===== config.mk =====
export PLATFORM = sky130hd
export DESIGN_NAME = ahb_read_sel_ctrl
export DESIGN_NICKNAME = d
export VERILOG_FILES = /design/src/rtl/ahb_read_sel_ctrl.sv
export SDC_FILE = /design/constraint.sdc
export NUM_CORES = 1
export LEC_CHECK = 0
export CORE_ASPECT_RATIO = 1.1
export CORE_MARGIN = 5
export CORE_UTILIZATION = 33
export DETAILED_ROUTE_END_ITERATION = 10
export HOLD_SLACK_MARGIN = 0.06
export PLACE_DENSITY = 0.79
export SYNTH_ARGS = -nofsm -noshare
export SYNTH_HDL_FRONTEND = slang
export SYNTH_SLANG_ARGS = --single-unit

===== constraint.sdc =====
create_clock -name CLK -period 2.3 [get_ports CLK]
set_clock_uncertainty 0.15 [all_clocks]
set_input_delay 0.46 -clock CLK [delete_from_list [all_inputs] [get_ports CLK]]
set_output_delay 0.46 -clock CLK [all_outputs]
set_load 0.05 [all_outputs]

===== src/rtl/ahb_read_sel_ctrl.sv =====
// Address decoder and data-phase select sequencer for a three-slave AHB-Lite read path,
// including the default slave that answers unmapped accesses with a two-cycle ERROR.
module ahb_read_sel_ctrl #(
  parameter int DEC_HI = 31,
  parameter int DEC_LO = 30,
  parameter int CNT_W  = 8
) (
  input  logic             CLK,
  input  logic             RST,
  input  logic [31:0]      HADDR,
  input  logic [1:0]       HTRANS,
  input  logic             HREADY,
  input  logic             HREADYOUT_1,
  input  logic             HREADYOUT_2,
  input  logic             HREADYOUT_3,
  input  logic             HRESP_1,
  input  logic             HRESP_2,
  input  logic             HRESP_3,
  output logic             HSEL_1,
  output logic             HSEL_2,
  output logic             HSEL_3,
  output logic [1:0]       SEL,
  output logic             HREADY_OUT,
  output logic             HRESP,
  output logic [CNT_W-1:0] ERR_CNT
);

  typedef enum logic [1:0] {
    ST_IDLE = 2'd0,
    ST_ERR1 = 2'd1,
    ST_ERR2 = 2'd2
  } state_e;

  localparam logic [CNT_W-1:0] CNT_MAX = {CNT_W{1'b1}};
  localparam logic [CNT_W-1:0] CNT_ONE = {{(CNT_W-1){1'b0}}, 1'b1};

  state_e           state_q, state_d;
  logic [1:0]       sel_q, sel_d;
  logic             dp_active_q, dp_active_d;
  logic [CNT_W-1:0] cnt_q, cnt_d;
  logic [1:0]       region_s;
  logic             err_start_s;
  logic             fsm_ready_s;
  logic             fsm_resp_s;
  logic             unused_haddr_s;

  assign region_s       = HADDR[DEC_HI:DEC_LO];
  assign err_start_s    = HREADY & HTRANS[1] & (region_s == 2'b11);
  assign unused_haddr_s = ^{HADDR, HTRANS[0]};

  // Selects are gated by reset so nothing is selected while the bus is held in reset.
  assign HSEL_1 = RST & HTRANS[1] & (region_s == 2'b00);
  assign HSEL_2 = RST & HTRANS[1] & (region_s == 2'b01);
  assign HSEL_3 = RST & HTRANS[1] & (region_s == 2'b10);

  // Next-state logic: data-phase capture and default-slave sequencing.
  always_comb begin
    sel_d       = sel_q;
    dp_active_d = dp_active_q;
    state_d     = state_q;
    cnt_d       = cnt_q;
    if (HREADY) begin
      sel_d       = region_s;
      dp_active_d = HTRANS[1];
    end else begin
      sel_d       = sel_q;
      dp_active_d = dp_active_q;
    end
    case (state_q)
      ST_IDLE: begin
        if (err_start_s) state_d = ST_ERR1;
        else             state_d = ST_IDLE;
      end
      ST_ERR1: begin
        state_d = ST_ERR2;
        if (cnt_q != CNT_MAX) cnt_d = cnt_q + CNT_ONE;
        else                  cnt_d = cnt_q;
      end
      ST_ERR2: begin
        if (err_start_s) state_d = ST_ERR1;
        else             state_d = ST_IDLE;
      end
      default: state_d = ST_IDLE;
    endcase
  end

  // State registers with asynchronous active-low reset.
  always_ff @(posedge CLK or negedge RST) begin
    if (!RST) begin
      sel_q       <= 2'b00;
      dp_active_q <= 1'b0;
      state_q     <= ST_IDLE;
      cnt_q       <= {CNT_W{1'b0}};
    end else begin
      sel_q       <= sel_d;
      dp_active_q <= dp_active_d;
      state_q     <= state_d;
      cnt_q       <= cnt_d;
    end
  end

  // Default-slave response per FSM state.
  always_comb begin
    fsm_ready_s = 1'b1;
    fsm_resp_s  = 1'b0;
    case (state_q)
      ST_IDLE: begin fsm_ready_s = 1'b1; fsm_resp_s = 1'b0; end
      ST_ERR1: begin fsm_ready_s = 1'b0; fsm_resp_s = 1'b1; end
      ST_ERR2: begin fsm_ready_s = 1'b1; fsm_resp_s = 1'b1; end
      default: begin fsm_ready_s = 1'b1; fsm_resp_s = 1'b0; end
    endcase
  end

  // Response mux back to the master; no active data phase means zero-wait OKAY.
  always_comb begin
    HREADY_OUT = 1'b1;
    HRESP      = 1'b0;
    if (!dp_active_q) begin
      HREADY_OUT = 1'b1;
      HRESP      = 1'b0;
    end else begin
      case (sel_q)
        2'b00:   begin HREADY_OUT = HREADYOUT_1; HRESP = HRESP_1;    end
        2'b01:   begin HREADY_OUT = HREADYOUT_2; HRESP = HRESP_2;    end
        2'b10:   begin HREADY_OUT = HREADYOUT_3; HRESP = HRESP_3;    end
        default: begin HREADY_OUT = fsm_ready_s; HRESP = fsm_resp_s; end
      endcase
    end
  end

  assign SEL     = sel_q;
  assign ERR_CNT = cnt_q;

endmodule


==> flow_summary.ini <==
[outcome]
outcome = finished, violations left
violations = negative setup slack

[cts]
tritoncts = built
ctsHoldBuffers = 0
numCtsBuffers = 3
cts_sinks = 13
ctsRootBufferMaster = clkbuf_4
cts_htree_levels = 1
clock_path_buffers = 2
clk_latency_ps = 280
path_clk_slew_ps = 90

[power_and_ir_drop]
power.total_mw = 0.8226
ir_worst_vdd_v = 0.0005413
p_leak_nw = 0.5007
power_density_nw_per_um2 = 678.5

[synth]
synthAdderAreaFrac_pct = 9.901
synth-seq-area-share_pct = 42.90
synth_flop_cell = dfrtp_1
synth_top_family_by_area = simple AND/OR/NAND/NOR gates
synth-edff-count = 0
yosysTopAreaCellShare_pct = 42.90
syn_avg_cell_area_sq_um = 11.67
syn_inst = 65
synth_common_cells = dfrtp_1 (13), ha_1 (6), mux2_2 (5), nand2_1 (5)
ys_top_cells_by_area = dfrtp_1 (43%), ha_1 (9.9%), mux2_2 (7.4%)
yosys.cell_count.top_type = dfrtp_1
yosys_warnings = 0
synth_nets = 114
synthXorXnorAreaFrac_pct = 1.155
ys_types = 25
synth_top_cell_by_area = dfrtp_1
ys_ff_latch = 13
synthSimpleGateAreaFrac_pct = 19.64
synthMuxAreaShare_pct = 17.82
async_flop_share_pct = 100.0
synth_compound_area_share_pct = 6.106
syn_area_sq_um = 758.2

[final_layout]
regArea_sq_um = 325.3
area_growth_pct = 59.90
post-route-util_pct = 54.38
nets = 152
n_fill_cell = 195
diodes = 0
drive_above_1_share_pct = 34.31
multi_input_area_sq_um = 454.2

[floorplan]
core_sq_um = 2230
dieArea_sq_um = 3358
row_count = 18
die_h_um = 60.28
ios = 58
die_w_um = 55.71
start_util_pct = 34.01

[timing]
max_freq_mhz = 424.4
period_needed_ps = 2356
hold_viol = 0
worst_pin_slew_ps = 502.4
period_share_pct = 102.4
fin_ws_ps = -56.18
max-slew-margin-rel_pct = 66.40
rsz0062_at_grt = yes
tns_ps = -96.64
finalSetupViolations = 2
drv_slew = 0

[global_route]
gr-total-overflow = 0
grt_max_degree = 14
grt_pass1_wl_mm = 3.049
antenna_found_initial = 0
grt_use_total_pct = 11.84
grt_pass1_vias = 688

[routing]
vias = 630
via_per_inst = 4.773
ant_nets = 0
drt_iter0_drc = 6
drc = 0
route.detailed.wl_per_inst_um = 14.26
drt_first_pass_iters = 4
routed_wl_mm = 1.882

[setup_path]
critPathLaunchType = flip-flop
required_ps = 1690
cp-end-kind = primary output
worst_r2r_path_depth = 4
cp_max_fo = 3
path_class = reg2out
cp.arrival_ps = 1750

[hold_path]
hold_path_depth = 1
hold_path.class = reg2reg

[place]
dp_hpwl_mm = 1.370
gp_congestion = 0.7454
dp_slack_ps = 19.84
io_buffers = 26

[job]
max_cap_violations = 0
worst paths after layout:
kind	endpoint	from	slack, ps
min in group asynchronous	SEL[1]	RST	420
max reg2reg	ERR_CNT[1]	ERR_CNT[0]	600
min reg2reg	ERR_CNT[0]	ERR_CNT[0]	410
min	ERR_CNT[0]	ERR_CNT[0]	410
max in group asynchronous	SEL[0]	RST	1400
max	HRESP	state_q[1]	-60
area by class of cell:
type	instances	share of cell area, %
tap	30	3.096
timing repair buffer	34	29.52
sequential	13	26.83
multi-input combinational	48	37.46
inverter	3	0.9288
clock buffer	4	2.167
cells by family after synthesis:
group,count (synthesis)
compound gates,6
flops,13
mux,10
buf+inv,4
fa+ha+maj,6
simple gates,25
xor+xnor,1
stage by stage:
step / area, sq um / cells / hold slack, ps
2_1_floorplan: 758.2 / 65 / 14.41
3_3_place_gp: 1086 / 122 / 364.0
3_5_place_dp: 1086 / 122 / 377.1
4_1_cts: 1200 / 131 / 408.1
5_1_grt: 1212 / 132 / 436.6
6_report: 1212 / 132 / 406.1
per-layer routing:
metal	track usage (%)	up-vias	routed length, um	part of all wire, %
met5	0	-	0	0
met4	5.208	0	25	1.3
met3	1.512	2	38	2.0
met2	23.65	10	1040	55
met1	12.43	307	778	41
li1	-	311	-	-
critical path, cell delays in order (launching register included):
cell and delay [ps]:
dfrtp_1 410, inv_2 110, ha_4 200, mux4_2 450
and2_4 150, buf_8 140
cells in the final DEF, fill, tap and decap left out, drive strengths merged, types with 3 or more instances in the layout:
cell	count
inv	3
buf	14
nand3	3
nand2	5
ha	6
nor2	4
nor3	3
dfrtp	13
clkdlybuf4s50	20
mux2	8
nand4	5
clkbuf	4
what timing repair did:
action	in CTS	in global routing
pin swaps	1	0
setup endpoints to repair	2	3
buffers inserted	5	1
gates resized for setup	11	1
report_power, final:
part | leakage (nW) | switching, mW | internal, mW | total [mW]
registers | 0.169 | 0.0641 | 0.265 | 0.329
logic | 0.317 | 0.209 | 0.139 | 0.348
clock network | 0.0150 | 0.0781 | 0.0671 | 0.145
sequential cells by signal (all words and copies together) (netlist names):
register and flops:
state_q 2, dp_active_q 1, ERR_CNT 8, SEL 2
Power figures use the tool's default switching activity.
==> edit, RTL diff (same settings) <==
The parameter `CNT_W` goes from 8 to 12.
--- a/src/rtl/ahb_read_sel_ctrl.sv
+++ b/src/rtl/ahb_read_sel_ctrl.sv
@@ -3,7 +3,7 @@
 module ahb_read_sel_ctrl #(
   parameter int DEC_HI = 31,
   parameter int DEC_LO = 30,
-  parameter int CNT_W  = 8
+  parameter int CNT_W  = 12
 ) (
   input  logic             CLK,
   input  logic             RST,
Interface: changed (resized ERR_CNT); port bits go from 58 to 62. The function was not compared with the original's and may differ.
==> edit against the original RTL <==
The flow still finishes with violations (setup timing). Worst setup slack improved by 0.011 ns. Power up 11%. Cell area is 14% higher. Register-to-register slack worse by 0.13 ns. Combinational power up 5.7%. Area after synthesis rose by 17%. Sequential cell count is 4 higher. Wire length increased by 14%. Largest power group is now registers. Highest routed layer unchanged.
==> edit: results (changes against the original RTL) <==
- Worst vdd ir: 0.998 mV (+84%)
- Status: complete, but fails checks
- DIE WIDTH: 59.5 µm (+6.8%)
- Inst Count DP: 133 (+9.0%)
- Number of inserted diodes: 0 (unchanged)
- DRT met1 WL: 972 µm (+25%)
- Setup violators final: 2 (unchanged)
- Worst relative slew slack: 65.2% (-1.2 points)
- Net Sw Frac: 39.4% (-3.4 points)
- Crit path max fanout: 2 (-1)
- GR Layer Usage met3: 0.794% (-0.72 points)
- Synth cell count leaders: dfrtp_1 (17), xnor2_1 (6), ha_1 (4), mux2_2 (4), nand3_1 (4)
- Crit Reg-Reg Endpoint: ERR_CNT[1]
- GRT Total Usage: 12.0% (+0.11 points)
- Synth Instances: 71 (+9.2%)
- Initial drt markers: 3 (-3)
- Syn Nets: 118 (+3.5%)
- Post-synthesis xor/xnor area fraction: 6.90% (+5.7 points)
- Post-CTS resize count: 10 (-1)
- Seq/Total Area, Yosys: 47.9% (+5.0 points)
- DPL Wire Length: 1520 µm (+11%)
- Fillcell total: 225 (+15%)
- Hold path start: ERR_CNT[0]
- Vias per cell: 4.85 (+1.5%)
- Share of cells above drive strength 1: 30.6% (-3.7 points)
- Root Driver: clkbuf_4
- Initial antenna violation count: 0 (unchanged)
- Number of buffers created by CTS: 3 (unchanged)
- Failing checks: setup timing
- GPL Wtd Cong: 0.738 (-1.0%)
- Leakage: 0.587 nW (+17%)
- Setup Fix Bufs, Post-CTS: 3 (-2)
- Synth cell types: 27 (+8.0%)
- Mux contribution to synthesized area: 14.1% (-3.7 points)
- Met2 GRT Util: 19.0% (-4.7 points)
- Final Routed Wirelength: 2150 µm (+14%)
- Non-filler cells, final: 142 (+7.6%)
- Met1 Use GR: 15.2% (+2.8 points)
- Adder-cell share of the synthesized area: 5.63% (-4.3 points)
- Synth top area cells: dfrtp_1 (48%), xnor2_1 (5.9%), ha_1 (5.6%)
- Met3 Wirelength: 57 µm (+50%)
- Max reg flops: 12 (+4)
- Buffers on Ports: 30 (+15%)
- Sequential Power Share: 42.0% (+2.0 points)
- Vias in the first global route: 761 (+11%)
- Largest net degree at the start of global routing: 18 (+4)
- Main flop type after synthesis: dfrtp_1
- Reg2reg setup slack: 0.47 ns (-0.13 ns)
- Routed wl met2: 1050 µm (+1.1%)
- Hold Crit Class: reg2reg
- NumNets Final: 159 (+4.6%)
- Final setup margin: -0.0455 ns (+0.0107 ns)
- First-pass GRT wire length: 3460 µm (+13%)
- Compound-gate portion of the synthesized area: 4.79% (-1.3 points)
[edit: cell types whose count changed in the layout (fill, tap and decap cells not counted), moves of 2 or more]
cell,delta
mux2_1,-3
ha_1,-2
a21oi_1,+2
xnor2_1,+5
dfrtp_1,+4
buf_6,-2
clkdlybuf4s50_1,+4
mux2i_1,+2
nand2_1,-2
buf_4,-2
[edit: worst max-delay path by stage]
stage,from,end,slack [ns]
finish,state_q[0],HRESP,-0.05
global route,state_q[0],HREADY_OUT,-0.09
CTS,state_q[1],HRESP,-0.07
detailed placement,HRESP_2,HRESP,0.02
global placement,HRESP_3,HRESP,0.05
floorplan,RST,HSEL_2,-0.007
[edit: metrics by stage]
| stage | area, µm² | TNS [ns] | hold slack (ns) | power (mW) | setup WS [ns] |
|---|---|---|---|---|---|
| after floorplan | 888 | -0.00719 | 0.0144 | 0.596 | -0.00719 |
| after CTS | 1350 | -0.133 | 0.373 | 0.915 | -0.0672 |
| after global placement | 1260 | 0 | 0.348 | 0.727 | 0.0545 |
| after detailed placement | 1260 | 0 | 0.353 | 0.738 | 0.0189 |
| after global routing | 1380 | -0.174 | 0.403 | 0.958 | -0.0903 |
| final | 1380 | -0.0663 | 0.372 | 0.911 | -0.0455 |
[edit: final cells by class]
class / count / area [µm²] / area share (%)
Timing Repair Buffer: 36 / 388 / 28.1
Sequential cell: 17 / 425 / 30.9
Multi-Input combinational cell: 51 / 487 / 35.3
Tap cell: 31 / 38.8 / 2.81
Inverter: 3 / 13.8 / 0.998
Clock buffer: 4 / 26.3 / 1.91
[edit: cell families after synthesis]
family	after synthesis
flip-flops	17
AND/OR/NAND/NOR	27
multiplexers	9
AO/OA/AOI/OAI	4
buffers and inverters	3
adder cells (fa/ha/maj)	4
XOR/XNOR	7
